### config.mk
export PLATFORM = sky130hd
export DESIGN_NAME = pb_debounce_array
export DESIGN_NICKNAME = d
export VERILOG_FILES = /design/src/rtl/pb_debounce_array_pkg.sv /design/src/rtl/pb_debounce_chan.sv /design/src/rtl/pb_debounce_array.sv
export SDC_FILE = /design/constraint.sdc
export NUM_CORES = 1
export LEC_CHECK = 0
export CORE_ASPECT_RATIO = 2
export CORE_MARGIN = 2
export CORE_UTILIZATION = 25
export DETAILED_ROUTE_END_ITERATION = 8
export GPL_TIMING_DRIVEN = 0
export SETUP_SLACK_MARGIN = 0.15
export SYNTH_ARGS = -nofsm -noshare
export SYNTH_HDL_FRONTEND = slang
export SYNTH_SLANG_ARGS = --single-unit
### constraint.sdc
create_clock -name clk -period 2.72 [get_ports clk]
set_clock_uncertainty 0.1 [all_clocks]
set_input_delay 0.544 -clock clk [delete_from_list [all_inputs] [get_ports clk]]
set_output_delay 0.544 -clock clk [all_outputs]
set_load 0.05 [all_outputs]
### src/rtl/pb_debounce_array_pkg.sv
// Board-level timing constants shared by the push-button conditioner.
package pb_debounce_array_pkg;

    // Board system clock frequency in Hz.
    localparam int unsigned BOARD_CLK_HZ      = 100_000_000;

    // Default channel count for the player-input pads.
    localparam int unsigned DEF_N_CH          = 4;

    // 10 ms of stable level before the debounced output follows.
    localparam int unsigned DEF_STABLE_CYCLES = BOARD_CLK_HZ / 100;

    // 500 ms hold before the first auto-repeat pulse.
    localparam int unsigned DEF_REPEAT_DELAY  = BOARD_CLK_HZ / 2;

    // 100 ms between subsequent auto-repeat pulses.
    localparam int unsigned DEF_REPEAT_PERIOD = BOARD_CLK_HZ / 10;

endpackage

### src/rtl/pb_debounce_chan.sv
// One push-button channel: 2-flop synchroniser, stable-count debouncer,
// press/release pulses and optional auto-repeat.
module pb_debounce_chan
    import pb_debounce_array_pkg::*;
#(
    parameter int unsigned STABLE_CYCLES = DEF_STABLE_CYCLES,
    parameter bit          ACTIVE_LOW    = 1'b0,
    parameter bit          REPEAT_EN     = 1'b0,
    parameter int unsigned REPEAT_DELAY  = DEF_REPEAT_DELAY,
    parameter int unsigned REPEAT_PERIOD = DEF_REPEAT_PERIOD
) (
    input  logic clk,
    input  logic rst_n,
    input  logic button,
    output logic pbreg,
    output logic press,
    output logic release_pulse,
    output logic rpt
);

    localparam int unsigned CNT_W  = $clog2(STABLE_CYCLES + 1);
    localparam int unsigned RCNT_W = $clog2(REPEAT_DELAY + REPEAT_PERIOD + 1);

    localparam logic [CNT_W-1:0]  CNT_LAST = CNT_W'(STABLE_CYCLES - 1);
    localparam logic [RCNT_W-1:0] R_FIRST  = RCNT_W'(REPEAT_DELAY);
    localparam logic [RCNT_W-1:0] R_NEXT   = RCNT_W'(REPEAT_DELAY + REPEAT_PERIOD);

    logic              s1;
    logic              s2;
    logic [CNT_W-1:0]  cnt;
    logic [RCNT_W-1:0] rcnt;

    logic              differ_c;
    logic              done_c;
    logic              rise_c;
    logic              fall_c;
    logic              held_c;
    logic [RCNT_W-1:0] rcnt_inc_c;
    logic              rpt_hit_c;

    // Debounce and repeat decisions taken at the coming edge.
    always_comb begin
        differ_c   = 1'b0;
        done_c     = 1'b0;
        rise_c     = 1'b0;
        fall_c     = 1'b0;
        held_c     = 1'b0;
        rcnt_inc_c = '0;
        rpt_hit_c  = 1'b0;

        differ_c   = (s2 != pbreg);
        done_c     = differ_c && (cnt == CNT_LAST);
        rise_c     = done_c && s2;
        fall_c     = done_c && !s2;
        // A release edge ends the hold, so no repeat can fire alongside it.
        held_c     = pbreg && !fall_c;
        rcnt_inc_c = rcnt + RCNT_W'(1);
        rpt_hit_c  = held_c && ((rcnt_inc_c == R_FIRST) || (rcnt_inc_c == R_NEXT));
    end

    // Synchroniser holds the pressed sense; reset value is the released level.
    always_ff @(posedge clk or negedge rst_n) begin
        if (!rst_n) begin
            s1 <= 1'b0;
            s2 <= 1'b0;
        end else begin
            s1 <= button ^ ACTIVE_LOW;
            s2 <= s1;
        end
    end

    // Stable-count debouncer with registered press/release pulses.
    always_ff @(posedge clk or negedge rst_n) begin
        if (!rst_n) begin
            cnt           <= '0;
            pbreg         <= 1'b0;
            press         <= 1'b0;
            release_pulse <= 1'b0;
        end else begin
            press         <= rise_c;
            release_pulse <= fall_c;
            if (!differ_c) begin
                cnt <= '0;
            end else if (done_c) begin
                pbreg <= s2;
                cnt   <= '0;
            end else begin
                cnt <= cnt + CNT_W'(1);
            end
        end
    end

    // Repeat counter: restarts on each debounced edge; after the first pulse
    // it folds back to the delay point, so it is bounded and never wraps.
    always_ff @(posedge clk or negedge rst_n) begin
        if (!rst_n) begin
            rcnt <= '0;
            rpt  <= 1'b0;
        end else begin
            rpt <= REPEAT_EN && rpt_hit_c;
            if (rise_c || fall_c) begin
                rcnt <= '0;
            end else if (held_c && REPEAT_EN) begin
                if (rcnt_inc_c == R_NEXT) begin
                    rcnt <= R_FIRST;
                end else begin
                    rcnt <= rcnt_inc_c;
                end
            end
        end
    end

endmodule

### src/rtl/pb_debounce_array.sv
// N-channel push-button conditioner for the player-input pads.
// The release pulse port is named release_pulse because release is a
// reserved word in SystemVerilog.
module pb_debounce_array
    import pb_debounce_array_pkg::*;
#(
    parameter int unsigned N_CH          = DEF_N_CH,
    parameter int unsigned STABLE_CYCLES = DEF_STABLE_CYCLES,
    parameter bit          ACTIVE_LOW    = 1'b0,
    parameter bit          REPEAT_EN     = 1'b0,
    parameter int unsigned REPEAT_DELAY  = DEF_REPEAT_DELAY,
    parameter int unsigned REPEAT_PERIOD = DEF_REPEAT_PERIOD
) (
    input  logic            clk,
    input  logic            rst_n,
    input  logic [N_CH-1:0] button,
    output logic [N_CH-1:0] pbreg,
    output logic [N_CH-1:0] press,
    output logic [N_CH-1:0] release_pulse,
    output logic [N_CH-1:0] rpt
);

    // Channels are fully independent; one conditioner per pad.
    for (genvar i = 0; i < int'(N_CH); i++) begin : g_chan
        pb_debounce_chan #(
            .STABLE_CYCLES (STABLE_CYCLES),
            .ACTIVE_LOW    (ACTIVE_LOW),
            .REPEAT_EN     (REPEAT_EN),
            .REPEAT_DELAY  (REPEAT_DELAY),
            .REPEAT_PERIOD (REPEAT_PERIOD)
        ) u_chan (
            .clk           (clk),
            .rst_n         (rst_n),
            .button        (button[i]),
            .pbreg         (pbreg[i]),
            .press         (press[i]),
            .release_pulse (release_pulse[i]),
            .rpt           (rpt[i])
        );
    end

endmodule

==> results of run 1 <==
==> registers in the layout, summed over array words and instances, names as in the netlist <==
name                         flops
g_chan.u_chan.cnt               80
g_chan.u_chan.release_pulse      4
g_chan.u_chan.s2                 4
g_chan.u_chan.pbreg              4
g_chan.u_chan.press              4
g_chan.u_chan.s1                 4
==> critical path: stages (launching register included) <==
cell and delay (ns):
dfrtp_1 0.41, buf_4 0.13, clkdlybuf4s50_1 0.80
==> per-layer routing <==
| layer | up-vias | share of wire (%) |
|---|---|---|
| li1 | 1692 | - |
| met1 | 1729 | 37 |
| met2 | 51 | 57 |
| met3 | 25 | 1.9 |
| met4 | 0 | 3.6 |
| met5 | - | 0 |
==> power breakdown <==
part,internal (mW),switching [mW]
logic,0.0348,0.0736
registers,1.51,0.0191
clock network,0.713,0.551
total,2.25,0.643
==> cell families (layout without fill, tap and decap cells) <==
group                      count (synthesis)  in the layout
AOI/OAI and AO/OA                         47             47
xor gates and xnor gates                  55             55
adders and majority gates                  4              4
buffers and inverters                     34             67
DFF                                      100            100
muxes                                      3              3
other                                      1              4
and+or+nand+nor                          220            220
==> stage by stage <==
step           setup TNS [ns]  cells  util [%]  setup slack [ns]
6_report                    0    755      29.9             0.392
5_1_grt                     0    755      29.9             0.171
4_1_cts                     0    755      29.9             0.370
3_5_place_dp                0    740      28.3             0.410
3_3_place_gp          -264.83    739      28.2             -2.66
2_1_floorplan               0    467         -             0.754
==> area by class of cell <==
cell class / count / area share, %
Sequential cell: 100 / 44.7
Inverter: 10 / 0.671
Buffer: 24 / 3.00
Tap cell: 255 / 5.70
Clock buffer: 10 / 4.09
Multi-Input combinational cell: 333 / 37.2
Clock inverter: 5 / 1.10
Timing Repair Buffer: 18 / 3.49
==> placed cells by master, fill, tap and decap left out, drive strengths merged, types with 6 or more instances in the layout <==
| master | Yosys | routed |
|---|---|---|
| o21ai | 10 | 10 |
| nor4 | 13 | 13 |
| dfrtp | 100 | 100 |
| a21oi | 21 | 21 |
| xnor2 | 36 | 36 |
| or4 | 17 | 17 |
| clkbuf | 0 | 10 |
| and4 | 7 | 7 |
| nor2 | 63 | 63 |
| xor2 | 19 | 19 |
| nor3 | 9 | 9 |
| or2 | 7 | 7 |
| and3 | 7 | 7 |
| buf | 24 | 26 |
| inv | 10 | 11 |
| clkdlybuf4s50 | 0 | 16 |
| o31ai | 13 | 13 |
| or3 | 10 | 10 |
| nand2 | 30 | 30 |
| nand3 | 25 | 25 |
| nor3b | 6 | 6 |
| nand4 | 13 | 13 |
==> worst max path at each step <==
stage,from,endpoint,slack (ns),cells past startpoint
5_1_grt,g_chan[3].u_chan.cnt[0]$_DFF_PN0_,g_chan[3].u_chan.cnt[18]$_DFF_PN0_,0.17,5
2_1_floorplan,g_chan[1].u_chan.cnt[0]$_DFF_PN0_,g_chan[1].u_chan.pbreg$_DFFE_PN0P_,0.75,5
6_report,g_chan[0].u_chan.pbreg$_DFFE_PN0P_,pbreg[0],0.39,2
3_3_place_gp,rst_n,g_chan[2].u_chan.s1$_DFF_PN0_,-2.66,1
3_5_place_dp,g_chan[3].u_chan.cnt[0]$_DFF_PN0_,g_chan[3].u_chan.cnt[18]$_DFF_PN0_,0.41,5
4_1_cts,g_chan[1].u_chan.pbreg$_DFFE_PN0P_,pbreg[1],0.37,2
==> impl_metrics.toml, run 1 <==
[die]
io-pin-count = 22
dieWidth_um = 102
effective_utilization_at_floorplan_pct = 25.5
fp.dieArea_um2 = 20300
chipHeight_um = 200
floorplan_core_area_um2 = 18700
placementRows = 71

[final_layout]
n_fill_cell = 1944
sequential_cell_area_um2 = 2500
fin_nets = 506
antenna-diode-count = 0
drive_gt1_share_pct = 11.2
area_growth_syn_to_layout_pct = 17.1
multi_input_comb_area_um2 = 2080
final_cell_area_um2 = 5600

[logic_synthesis]
yosys-top-cells-area = "dfrtp_1 (52%), xnor2_1 (6.6%), nor2_1 (4.9%)"
async_flop_share_pct = 100
synth.ff_latch_count = 100
synth.area.mux_share_pct = 0.707
synthXorXnorAreaFrac_pct = 10.1
synthesized_area_fraction_occupied_by_ao_oa_aoi_and_oai_cells_pct = 6.02
synth_largest_type_area_fraction_pct = 52.4
synth_top_flop_cell = "dfrtp_1"
synthesis.area_um2 = 4780
synth_fa_ha_area_share_pct = 1.05
synthTopCellsByCount = "dfrtp_1 (100), nor2_1 (63), xnor2_1 (36), nand2_1 (30), nand3_1 (25)"
ys_seq_area_share_pct = 52.4
synth.distinct_cells = 37
synthesis.area_per_instance_um2 = 10.3
dominant_combinational_cell_family_by_area_after_synthesis = "simple AND/OR/NAND/NOR gates"
yosys.area_share.simple_pct = 25.4
synth-warning-count = 0
synthesis.instances = 464
synth_enable_flop_cells = 0
yosys.area.top_type = "dfrtp_1"
synth.most_common_cell = "dfrtp_1"

[cts]
cts_tree = "built"
postCtsResizedCells = 0
clock_sink_count = 100
number_of_buffers_added_by_the_clock_tree_synthesis_step = 9
cts_post_setup_buffers_inserted = 0
cts_buffer_depth = 2
clk-insertion-delay-late_ns = 0.35
cts_hold_buffers = 0
register_clock_pin_slew_on_the_reported_worst_setup_and_hold_paths_ns = 0.07
ctsRootBufferMaster = "clkbuf_16"
cts-htree-levels = 3

[sta]
final.period_utilization_pct = 85.6
fin_crit_ns = 2.33
minimum_hold_slack_ns = 0.0176
worst_pin_slew_ns = 0.561
report.final.setup_viol = 0
maxSlewViolCount = 0
fmax_mhz = 430
hold_viol = 0
slew_headroom_pct = 62.2
rsz0062_at_grt = "no"

[grt]
grt_most_used_layer = "met2"
grt_start_max_net_pins = 73
use_met1_pct = 9.89
grt.met2_usage_pct = 18.4
grt_pass1_wl_um = 16200
total_track_usage_pct = 9.92
total_congestion_overflow = 0
antenna_violations_before_repair = 0
number_of_global_route_vias_before_repair = 3584
grt_util_met3_pct = 1.64

[detailed_routing]
postRouteAntennaNets = 0
routed_wirelength_um = 9220
drc_violation_count_after_routing = 0
detailedRoute.firstIterationViolations = 193
wire_per_inst_um = 12.2
via_count = 3497
drt-vias-per-instance = 4.63
detail_route.first_pass.iterations = 5

[setup_path]
critical_path_rt_ns = 2.08
critical_path.max_fanout = 5
critPathCaptureType = "output pin"
worst-r2r-cell-count = 5
reg2reg_from = "g_chan[3].u_chan.cnt[0]$_DFF_PN0_"
timing.critical_path.from_type = "flip-flop"
critical_path.reg2reg.endpoint = "g_chan[3].u_chan.cnt[18]$_DFF_PN0_"
critPathArrivalTime_ns = 1.68
rrSetupSlack_ns = 0.43
worst-setup-path-type = "reg2out"

[power]
power_mw = 2.90
power-per-cell-area_nw_per_um2 = 518
leakagePower_nw = 2.23
ir_worst_vdd_v = 0.000304

[placed_design]
gp_congestion = 0.783
instance_area_after_placement_um2 = 5310
io_buffers = 17
detailedPlacementHpwl_um = 6770

[run]
cap_viol_max_count = 0

[outcome]
run_status = "finished, final reports clean"

[worst_hold_path]
hold_path_class = "in2async"
Power figures use the tool's default switching activity.
==> inputs of run 2 (changes only) <==
--- a/config.mk
+++ b/config.mk
@@ -9,6 +9,7 @@
 export CORE_MARGIN = 2
 export CORE_UTILIZATION = 25
 export DETAILED_ROUTE_END_ITERATION = 8
+export DONT_BUFFER_PORTS = 1
 export GPL_TIMING_DRIVEN = 0
 export SETUP_SLACK_MARGIN = 0.15
 export SYNTH_ARGS = -nofsm -noshare
==> run 2 against run 1 <==
Global-route usage up 0.13 points. The flow now finishes with violations (negative hold slack). Highest routed layer unchanged. Die area stayed put. Maximum frequency is 2.9% higher. Total power fell by 0.28%. Combinational power down 35%. Non-clock buffer count down 18. Routed wire length grew 1.4%. Largest power group unchanged. Clock power about the same.
==> impl_metrics.toml, run 2 (synthesis results as in run 1) <==
[outcome]
run_status = "finished, violations left"
failing_checks = "negative hold slack"

[sta]
report.final.setup_viol = 0
fmax_mhz = 442
final.period_utilization_pct = 83.2
postLayoutSetupSlackWorst_ns = 0.457
slew_headroom_pct = 65.9
worst_pin_slew_ns = 0.507
rsz0062_at_grt = "no"
fin_crit_ns = 2.26
hold_viol = 100
fin_tns_setup_ns = 0
minimum_hold_slack_ns = -0.227
maxSlewViolCount = 0

[setup_path]
worstPathCellList = "ha_1 > nand2_1 > or4_1 > o21ai_2 > buf_4 > nor2_1"
cpPeakStageDelay_ns = 0.56
critical_path_rt_ns = 2.86
crit_slowest_cell = "or4_1"
worst-setup-path-type = "reg2reg"
critPathCaptureType = "flip-flop"
critPathArrivalTime_ns = 2.40
timing.critical_path.from_type = "flip-flop"
critical_path.max_fanout = 10

[placed_design]
gp_congestion = 0.766
instance_area_after_placement_um2 = 5110
detailedPlacementHpwl_um = 6660
numPlacedInstances = 722
post-place-ws_ns = 0.463
io_buffers = 0

[grt]
number_of_global_route_vias_before_repair = 3720
total_track_usage_pct = 10.1
total_congestion_overflow = 0
grt_pass1_wl_um = 16500
grt_start_max_net_pins = 101
antenna_violations_before_repair = 0

[die]
placementRows = 71
floorplan_core_area_um2 = 18700
dieWidth_um = 102
effective_utilization_at_floorplan_pct = 25.5
fp.dieArea_um2 = 20300
io-pin-count = 22
chipHeight_um = 200

[detailed_routing]
routed_wirelength_um = 9350
drt-vias-per-instance = 4.63
drc_violation_count_after_routing = 0
postRouteAntennaNets = 0
via_count = 3414
detailedRoute.firstIterationViolations = 189
wire_per_inst_um = 12.7
detail_route.first_pass.iterations = 4

[run]
cap_viol_max_count = 0

[cts]
cts_tree = "built"
postCtsResizedCells = 0
register_clock_pin_slew_on_the_reported_worst_setup_and_hold_paths_ns = 0.08
cts-htree-levels = 3
clk-insertion-delay-late_ns = 0.36
clock_sink_count = 100
number_of_buffers_added_by_the_clock_tree_synthesis_step = 9
cts_post_setup_buffers_inserted = 0
cts_buffer_depth = 2
ctsRootBufferMaster = "clkbuf_16"

[power]
leakagePower_nw = 2.16
ir_worst_vdd_v = 0.000301
power-per-cell-area_nw_per_um2 = 534

[final_layout]
layoutNonFillerInstCount = 738
mostFrequentLayoutCells = "dfrtp_1 (100), nor2_1 (63), xnor2_1 (36)"
final_cell_area_um2 = 5420
largest_reg_flops = 80
antenna-diode-count = 0
largest-register = "g_chan.u_chan.cnt"
drive_gt1_share_pct = 11.6
final_common_cell = "dfrtp_1"
n_fill_cell = 1936
area_growth_syn_to_layout_pct = 13.3
fin_nets = 488

[worst_hold_path]
hold_path_class = "in2async"
-- run 2: changes by cell type in the layout (fill, tap and decap cells not counted), sizes merged --
cell / delta
clkinv: -1
bufinv: -1
clkinvlp: +1
clkdlybuf4s50: -16
buf: -2
inv: +2
-- run 2: final timing paths --
check	start	endpoint	slack [ns]	cells past startpoint
worst min-delay path	rst_n	g_chan[0].u_chan.press$_DFF_PN0_	-0.23	0
worst min register to register	g_chan[1].u_chan.s1$_DFF_PN0_	g_chan[1].u_chan.s2$_DFF_PN0_	0.25	0
max in group asynchronous	rst_n	g_chan[2].u_chan.cnt[17]$_DFF_PN0_	2.53	0
min in group clk	button[0]	g_chan[0].u_chan.s1$_DFF_PN0_	0.11	0
worst max register to register	g_chan[2].u_chan.cnt[0]$_DFF_PN0_	g_chan[2].u_chan.cnt[14]$_DFF_PN0_	0.46	6
worst max-delay path	g_chan[2].u_chan.cnt[0]$_DFF_PN0_	g_chan[2].u_chan.cnt[14]$_DFF_PN0_	0.46	6
-- run 2: cell type report --
type	count	area, um^2	area share, %
Multi-Input combinational cell	333	2080	38.5
Clock inverter	6	66.3	1.22
Tap cell	255	319	5.89
Buffer	24	168	3.10
Inverter	10	37.5	0.693
Sequential cell	100	2500	46.2
Clock buffer	10	239	4.41
-- run 2: per-stage QoR --
stage | utilization [%] | hold WS [ns] | power [mW]
2_1_floorplan | - | 0.148 | 1.61
3_3_place_gp | 27.3 | 0.151 | 1.62
3_5_place_dp | 27.3 | 0.151 | 1.63
4_1_cts | 28.9 | -0.237 | 2.94
5_1_grt | 28.9 | -0.240 | 3.00
6_report | 28.9 | -0.227 | 2.89
-- run 2: worst max-delay path, delay by kind of cell, from the launching register on --
kind                     cells  cell delay, ns
buffers and inverters        1            0.27
adder cells (fa/ha/maj)      1            0.25
flip-flops                   1            0.39
AO/OA/AOI/OAI                1            0.42
AND/OR/NAND/NOR              3            0.71
-- run 2: where the power goes --
part	internal, mW	switching (mW)	leakage [nW]
sequential	1.51	0.0192	1.37
clock	0.675	0.620	0.147
combinational	0.0251	0.0455	0.647
total	2.21	0.684	2.16
-- run 2: metal layers --
layer	vias to the layer above	share of wire (%)	track usage, %
met3	18	1.5	1.40
met2	34	58	19.4
met5	-	0	0
li1	1651	-	-
met4	0	3.0	5.76
met1	1711	37	9.78
==> inputs of run 3 (changes only) <==
==> constraint.sdc (replaced) <==
create_clock -name clk -period 2.1 [get_ports clk]
set_clock_uncertainty 0.1 [all_clocks]
set_input_delay 0.42 -clock clk [delete_from_list [all_inputs] [get_ports clk]]
set_output_delay 0.42 -clock clk [all_outputs]
set_load 0.05 [all_outputs]
==> run 3 against run 2 <==
The run still ends with negative hold slack left. Non-clock buffer count grew 52. Worst hold slack lost 0.11 ns. Register-to-register slack lost 0.35 ns. Sequential share of layout area shrank 5.0 points. Clock power grew 30%. Combinational power grew 110%. Count of clock-buffer cells in the layout shrank 1. Via count grew 7.3%. Critical path depth shrank 1. Total power grew 31%. Worst setup slack lost 0.35 ns.
==> impl_metrics.toml, run 3 (synthesis results as in run 1) <==
[placed_design]
detailedPlacementHpwl_um = 6690
gp_congestion = 0.842
io_buffers = 0

[cts]
number_of_buffers_added_by_the_clock_tree_synthesis_step = 9
cts_buffer_depth = 2
ctsRootBufferMaster = "clkbuf_16"
clock_sink_count = 100
clk-insertion-delay-late_ns = 0.35
register_clock_pin_slew_on_the_reported_worst_setup_and_hold_paths_ns = 0.08
cts_tree = "built"
cts_hold_buffers = 4
cts-htree-levels = 3

[detailed_routing]
via_count = 3664
postRouteAntennaNets = 0
detailedRoute.firstIterationViolations = 146
routed_wirelength_um = 10400
detail_route.first_pass.iterations = 4
drt-vias-per-instance = 4.64
drc_violation_count_after_routing = 0
wire_per_inst_um = 13.2

[grt]
number_of_global_route_vias_before_repair = 3770
grt_start_max_net_pins = 101
antenna_violations_before_repair = 0
total_track_usage_pct = 10.7
grt_pass1_wl_um = 17400
total_congestion_overflow = 0

[setup_path]
critPathCaptureType = "flip-flop"
worst-setup-path-type = "reg2reg"
reg2reg_from = "g_chan[1].u_chan.cnt[0]$_DFF_PN0_"
critical_path.max_fanout = 4
worstSetupStartpoint = "g_chan[1].u_chan.cnt[0]$_DFF_PN0_"
critPathArrivalTime_ns = 2.13
timing.critical_path.from_type = "flip-flop"
critical_path_rt_ns = 2.24

[sta]
rsz0062_at_grt = "yes"
maxSlewViolCount = 0
report.final.setup_viol = 0
minimum_hold_slack_ns = -0.338
fin_crit_ns = 1.99
fmax_mhz = 503
final.period_utilization_pct = 94.7
hold_viol = 100

[final_layout]
area_growth_syn_to_layout_pct = 27.7
mostFrequentLayoutCells = "dfrtp_1 (90), buf_4 (66), nor2_1 (63)"
largest-register = "g_chan.u_chan.cnt"
largest_reg_flops = 80
drive_gt1_share_pct = 27.1
final_common_cell = "dfrtp_1"
fin_nets = 540
antenna-diode-count = 0

[worst_hold_path]
hold_path_class = "in2async"

[die]
dieWidth_um = 102
io-pin-count = 22
fp.dieArea_um2 = 20300
effective_utilization_at_floorplan_pct = 25.5
chipHeight_um = 200
placementRows = 71
floorplan_core_area_um2 = 18700

[power]
leakagePower_nw = 2.49
power_mw = 3.80
p_clk_share_pct = 44.1
netSwitchingPower_mw = 0.928
power.share.switching_pct = 24.4
power-per-cell-area_nw_per_um2 = 622
internal_power_mw = 2.87
power.sequential.fraction_pct = 52.1
power.combinational.fraction_pct = 3.8
ir_worst_vdd_v = 0.000312

[outcome]
run_status = "finished, violations left"
failing_checks = "negative hold slack"

[run]
cap_viol_max_count = 0
[run 3: cell types whose count changed in the layout (fill, tap and decap cells not counted), sizes merged]
cell,before,now
dlygate4sd3,0,4
inv,13,15
buf,24,71
clkinvlp,1,0
[run 3: routing by layer]
layer / GRT usage, % / share of wire [%] / up-vias
met1: 10.8 / 38 / 1850
met3: 1.78 / 1.7 / 15
met2: 20.1 / 58 / 38
li1: - / - / 1761
met4: 5.71 / 2.5 / 0
met5: 0 / 0 / -
[run 3: final timing paths]
kind                       cells after the start  slack [ns]                                  to
max                                            5        0.11  g_chan[1].u_chan.pbreg$_DFFE_PN0P_
min                                            0       -0.34       g_chan[2].u_chan.s1$_DFF_PN0_
max reg2reg                                    5        0.11  g_chan[1].u_chan.pbreg$_DFFE_PN0P_
min reg2reg                                    0        0.25       g_chan[2].u_chan.s2$_DFF_PN0_
max in group asynchronous                      0        2.04   g_chan[1].u_chan.cnt[8]$_DFF_PN0_
min in group clk                               0        0.25       g_chan[2].u_chan.s2$_DFF_PN0_
[run 3: per-stage QoR]
stage	cell area [um^2]	cells	setup WS, ns	TNS, ns	util (%)
2_1_floorplan	4800	467	0.146	0	-
3_3_place_gp	5120	722	-0.0727	-1.78	27.3
3_5_place_dp	5120	722	-0.117	-3.59	27.3
4_1_cts	5830	770	0.135	0	31.1
5_1_grt	6110	790	0.0697	0	32.6
6_report	6110	790	0.111	0	32.6
[run 3: power by group through the flow]
stage / logic [mW] / registers [mW] / clock network (mW)
after floorplan: 0.0767 / 2.01 / 0
after global placement: 0.0903 / 2.01 / 0
after detailed placement: 0.0930 / 2.01 / 0
after CTS: 0.132 / 1.98 / 1.74
after global routing: 0.160 / 1.98 / 1.81
final: 0.146 / 1.98 / 1.68
[run 3: area by class of cell]
type | count | area, um^2
sequential | 100 | 2510
tap | 255 | 319
fill | 1853 | 12600
timing repair buffer | 52 | 412
inverter | 10 | 37.5
clock buffer | 9 | 225
multi-input combinational | 333 | 2340
buffer | 24 | 181
clock inverter | 7 | 76.3
[run 3: critical path, cell delays in order (launching register included)]
cell and delay [ns]:
dfrtp_1 0.40, ha_4 0.17, nand2_2 0.06, or4_4 0.56
or2_4 0.27, mux2_4 0.31
[run 3: what timing repair did]
item / CTS / global route
buffers inserted: 28 / 19
setup endpoints to repair: 81 / 51
pin swaps: 13 / 12
gates cloned: 0 / 1
endpoints found under the hold margin: 104 / 100
gates resized for setup: 32 / 32
